==> src/rtl/counter_seq_ctrl.sv <==
// Sequencing controller for the binary up-counter: start/pause/clear control,
// programmable terminal count, clock prescaler, one-shot or auto-reload runs.
module counter_seq_ctrl #(
  parameter int WIDTH   = 4,
  parameter int PRESC_W = 4
) (
  input  logic               clock,
  input  logic               reset_n,
  input  logic               start,
  input  logic               pause,
  input  logic               clear,
  input  logic               mode_auto,
  input  logic [WIDTH-1:0]   period,
  input  logic [PRESC_W-1:0] prescale,
  output logic [WIDTH-1:0]   counter,
  output logic               upper,
  output logic               done,
  output logic               busy,
  output logic [1:0]         state
);

  typedef enum logic [1:0] {
    IDLE   = 2'b00,
    RUN    = 2'b01,
    PAUSED = 2'b10,
    DONE   = 2'b11
  } state_t;

  state_t             st, st_n;
  logic [WIDTH-1:0]   cnt_n;
  logic [PRESC_W-1:0] pcnt, pcnt_n;
  logic [WIDTH-1:0]   lat_period, lat_period_n;
  logic [PRESC_W-1:0] lat_presc, lat_presc_n;
  logic               lat_auto, lat_auto_n;
  logic               done_n;

  always_ff @(posedge clock or negedge reset_n) begin
    if (!reset_n) begin
      st         <= IDLE;
      counter    <= '0;
      pcnt       <= '0;
      lat_period <= '0;
      lat_presc  <= '0;
      lat_auto   <= 1'b0;
      done       <= 1'b0;
    end else begin
      st         <= st_n;
      counter    <= cnt_n;
      pcnt       <= pcnt_n;
      lat_period <= lat_period_n;
      lat_presc  <= lat_presc_n;
      lat_auto   <= lat_auto_n;
      done       <= done_n;
    end
  end

  // Priority: clear > start > pause > count step.
  always_comb begin
    st_n         = st;
    cnt_n        = counter;
    pcnt_n       = pcnt;
    lat_period_n = lat_period;
    lat_presc_n  = lat_presc;
    lat_auto_n   = lat_auto;
    done_n       = 1'b0;
    if (clear) begin
      st_n   = IDLE;
      cnt_n  = '0;
      pcnt_n = '0;
    end else if (start && (st == IDLE || st == DONE)) begin
      lat_period_n = period;
      lat_presc_n  = prescale;
      lat_auto_n   = mode_auto;
      cnt_n        = '0;
      pcnt_n       = '0;
      st_n         = RUN;
    end else begin
      case (st)
        RUN: begin
          if (pause) begin
            st_n = PAUSED;
          end else if (pcnt == lat_presc) begin
            pcnt_n = '0;
            if (counter == lat_period) begin
              done_n = 1'b1;
              if (lat_auto) cnt_n = '0;
              else          st_n  = DONE;
            end else begin
              cnt_n = counter + 1'b1;
            end
          end else begin
            pcnt_n = pcnt + 1'b1;
          end
        end
        // Prescaler keeps its frozen phase across a pause.
        PAUSED: if (!pause) st_n = RUN;
        default: ;
      endcase
    end
  end

  assign upper = counter[WIDTH-1];
  assign busy  = (st == RUN) || (st == PAUSED);
  assign state = st;

endmodule

==> config.mk <==
export PLATFORM = sky130hd
export DESIGN_NAME = counter_seq_ctrl
export DESIGN_NICKNAME = d
export VERILOG_FILES = /design/src/rtl/counter_seq_ctrl.sv
export SDC_FILE = /design/constraint.sdc
export NUM_CORES = 1
export LEC_CHECK = 0
export CORE_ASPECT_RATIO = 0.8
export CORE_MARGIN = 4
export CORE_UTILIZATION = 49
export DETAILED_ROUTE_END_ITERATION = 6
export PLACE_DENSITY = 0.77
export RECOVER_POWER = 25
export SETUP_SLACK_MARGIN = 0.1
export SYNTH_ARGS = -nofsm -noshare
export SYNTH_HDL_FRONTEND = slang
export SYNTH_SLANG_ARGS = --single-unit
==> constraint.sdc <==
create_clock -name clock -period 2.5 [get_ports clock]
set_clock_uncertainty 0.05 [all_clocks]
set_input_delay 0.5 -clock clock [delete_from_list [all_inputs] [get_ports clock]]
set_output_delay 0.5 -clock clock [all_outputs]
set_load 0.02 [all_outputs]
==> results <==
- After detailed routing, the average wire length per cell comes to 15.3 um.
- The slew at the pin closest to its max-slew limit is 1.09 ns.
- The launch point of the critical path is counter[1].
- The final design instance area without fill is 1370 um2.
- The post-placement cell area is 1340 um2.
- The final global-route overflow total is 0.
- The number of maximum-capacitance violations is 0.
- Counting both buffers and inverters, the worst setup path holds a total of 1.
- The minimum clock period after layout is 1.99 ns.
- The worst setup path is captured at a primary output.
- The congestion estimate from routability-driven global placement came to 0.792.
- Summed over all instances, the cell type with the most area after synthesis is dfrtp_1.
- The maximum clock rate is 0.502 GHz.
- STA puts the critical path data required time at 1.95 ns.
- The internal power of the cells totals 0.000767 W.
- The critical path goes through clkdlybuf4s50_1.
- Detailed routing inserted a total of 840 vias.
- The width of the die is 60.6 um.
- The met3 demand-to-capacity share in global routing is 5.74%.
- The relative contribution of sequential cells to total power is 41.3%.
- The clock-pin slew reported for the worst setup and hold paths after clock tree synthesis is 0.11 ns.
- Setup repair after global routing left no endpoint under its margin.
- After floorplanning, the core was sized to cover 1980 um2.
- Ranked by total cell area, the synthesized netlist is headed by dfrtp_1 (46%), mux2_2 (11%), xnor2_1 (6.5%), ha_1 (5.8%), nand2_1 (3.8%).
- The violation count after the first detailed-routing iteration is 24.
- No sink is reached through more buffers than the 2 on the longest clock path.
- The critical register-to-register path startpoint is state[0].
- met2 is the most crowded layer.
- The total placed cells including tap cells is 149.
- The kind of critical path is reg2out.
- In this run the worst path has a maximum fanout of 5.
- The number of I/O pins is 23.
- The worst slack on hold paths is 0.490 ns.
- The initialized floorplan defines 14 standard-cell rows.
- The synthesized net count is 122.
- The largest stage delay on the critical path is 0.67 ns.
- In the synthesized netlist, the number of instances is 103.
- The count of buffers inserted at the top-level ports is 22.
- The final critical-path share of the clock period is 79.7%.
- The setup-violating endpoint count in the final report is 0.
- The number of setup buffers added after CTS is 0.
- The final setup TNS is 0 ns.
- The number of iterations in the first detailed-routing pass is 4.
- The hold violation count in the final report is 0.
- In this run the mean area of a mapped cell was 10.5 um2.
- The DRC violation count after routing is 0.
- The number of clock sinks is 20.
- At the end of the flow, the number of nets in the layout was 149.
- The initial core utilization is 54.7%.
- The flow ran to the end, and the final reports show no timing, DRC or antenna violations.
- The met1 demand-to-capacity share in global routing is 23.2%.
- The worst hold path begins at lat_presc[0].
- The met2 track utilization from global routing is 27.2%.
- The max-slew violation count is 0.
- Yosys printed 0 warnings.
- Once detailed placement completed, the half-perimeter wirelength came to 1670 um.
- The number of hold-repair buffers added at the cts stage is 0.
- STA classifies the critical path startpoint as a flip-flop.
- The critical path arrival is 1.44 ns.
- Of the post-synthesis cell area, the dominant cell type holds 46.2%.
- The worst pin sits at a relative slew slack of 27.1%.
- The synthesized design contains 20 register bits.
- The final layout contains routed wiring with a total length of 2340 um.
- Relative to the synthesized area, the layout overhead comes to 26.7%.
- The first global-routing pass estimated 4020 um of wire.
- The tree is rooted in a clkbuf_4.
- The die outline height is 50.1 um.
- The number of antenna violations at the first check in global routing is 0.
- Buffers inserted during clock tree synthesis total 3.
- Combinational logic is responsible for 43.2% of the overall power.
- The worst voltage drop across the vdd grid is 512 uV.
- The number of antenna cells inserted is 0.
- The number of global-route vias before repair is 875.
- The worst hold path belongs to the class reg2reg.
- For this design the static power due to leakage is 0.575 nW.
- In the final layout, the share of cells above drive strength 1 is 16.3%.
- The pin count of the biggest net entering global routing is 21.
- The routed via count divided by cell count is 5.49.
- The global-route total usage across every layer is 17.7%.
- The number of levels the H-tree was split into is 1.
- The overall die area is 3030 um2.
- The cell area after synthesis is 1080 um2.
- The number of library cell types mapped by synthesis is 29.
- The switching power of the nets is 0.000425 W.
- The post-detailed-route count of antenna-violating nets is 0.
- The clock reaches the later pin of the worst-skew pair after 0.30 ns.
- In this run switching power makes up 35.7% of total power.
- The cell class contributing the biggest share of worst-path delay is buffers and inverters.
- The final cell count without fillers is 153.
- The part of the Yosys area used for sequential elements is 46.2%.
- The total power divided by cell area is 869 nW/um2.
- The TritonCTS clock tree is yes.
- The fraction of power consumed by the clock network is 15.5%.
- The slowest stage of the critical path belongs to the cell clkdlybuf4s50_1.
==> worst paths after layout <==
kind                                  to  slack, ns  depth (start not counted)
setup / recovery              counter[1]       0.51                          1
hold / removal              lat_presc[0]       0.49                          1
setup reg to reg                state[0]       0.65                          6
hold reg to reg             lat_presc[0]       0.49                          1
max in group asynchronous  lat_period[2]       0.89                          2
min in group asynchronous        pcnt[2]       0.86                          2
==> cell families (layout without fill, tap and decap cells) <==
logic type	count (synthesis)	in the layout	share of synthesized area, %
AO/OA/AOI/OAI	15	15	8.31
XOR/XNOR	8	8	6.47
adder cells (fa/ha/maj)	5	5	5.77
buffers and inverters	7	33	2.77
flip-flops	20	20	46.2
multiplexers	12	12	12.4
AND/OR/NAND/NOR	36	36	18.1
==> Yosys cell counts <==
cell type / count
o21a_1: 1
and2_2: 1
nor4b_1: 1
a21boi_0: 1
dfrtp_1: 20
nor3_2: 1
o22ai_1: 3
and2b_2: 1
nand4_1: 3
inv_1: 5
mux2i_1: 1
mux2_2: 11
nor3_1: 3
a2bb2oi_1: 1
buf_4: 1
and4_1: 1
or2_2: 1
a21oi_1: 4
a31oi_1: 2
nand3_1: 4
nand4_2: 1
clkbuf_1: 1
xnor2_1: 8
nand2b_1: 2
ha_1: 5
nand3b_1: 1
o21ai_0: 3
nand2_1: 11
nor2_1: 5
==> area by class of cell <==
cell class | count | area, um2
Multi-Input combinational cell | 76 | 553
Clock buffer | 4 | 36.3
Inverter | 5 | 18.8
Tap cell | 24 | 30.0
Timing Repair Buffer | 24 | 234
Sequential cell | 20 | 500
Fill cell | 151 | 607
==> flip-flops by register name, indices dropped and copies added, names as in the netlist <==
name	cells
counter	4
done	1
lat_auto	1
lat_period	4
lat_presc	4
pcnt	4
state	2
==> power groups by stage <==
| stage | clock (W) | sequential, W | combinational [W] |
|---|---|---|---|
| after global routing | 0.000208 | 0.000507 | 0.000572 |
| after floorplan | 0 | 0.000499 | 0.000343 |
| after CTS | 0.000194 | 0.000494 | 0.000522 |
| after detailed placement | 0 | 0.000502 | 0.000517 |
| final | 0.000184 | 0.000492 | 0.000515 |
| after global placement | 0 | 0.000494 | 0.000502 |
==> cells in the final DEF (no fill, tap or decap) <==
master           instances
a31oi_1                  2
clkbuf_8                 1
a2bb2oi_1                1
nand3_1                  4
or2_2                    1
nand2_1                 11
clkbuf_1                 1
nand2b_1                 2
clkdlybuf4s50_1         20
nand3b_1                 1
nor2_1                   5
ha_1                     5
buf_4                    1
a21boi_0                 1
nand4_1                  3
a21oi_1                  4
and4_1                   1
nor3_1                   3
and2_2                   1
dfrtp_1                 20
xnor2_1                  8
nor3_2                   1
nor4b_1                  1
mux2i_1                  1
mux2_2                  11
nand4_2                  1
o21a_1                   1
dlymetal6s2s_1           1
clkbuf_4                 3
and2b_2                  1
o22ai_1                  3
dlygate4sd3_1            1
o21ai_0                  3
inv_1                    5
==> repair_timing <==
action / 4_1_cts / 5_1_grt
endpoints found under the setup margin: 0 / 1
gates resized for setup: 0 / 1
endpoints found under the hold margin: 0 / 0
==> through the flow <==
stage	util, %	power, W	setup WS, ns
after global placement	67.6	0.000996	0.501
after global routing	69.3	0.00129	0.417
after CTS	69.4	0.00121	0.116
final	69.3	0.00119	0.506
after detailed placement	67.6	0.00102	0.466
after floorplan	-	0.000843	0.452
==> per-layer routing <==
metal	routed length [um]	vias up
met5	0	-
met4	27	0
met3	117	4
met2	1170	20
met1	1030	400
li1	-	416
Note: power is estimated with default switching activity, not from simulation.
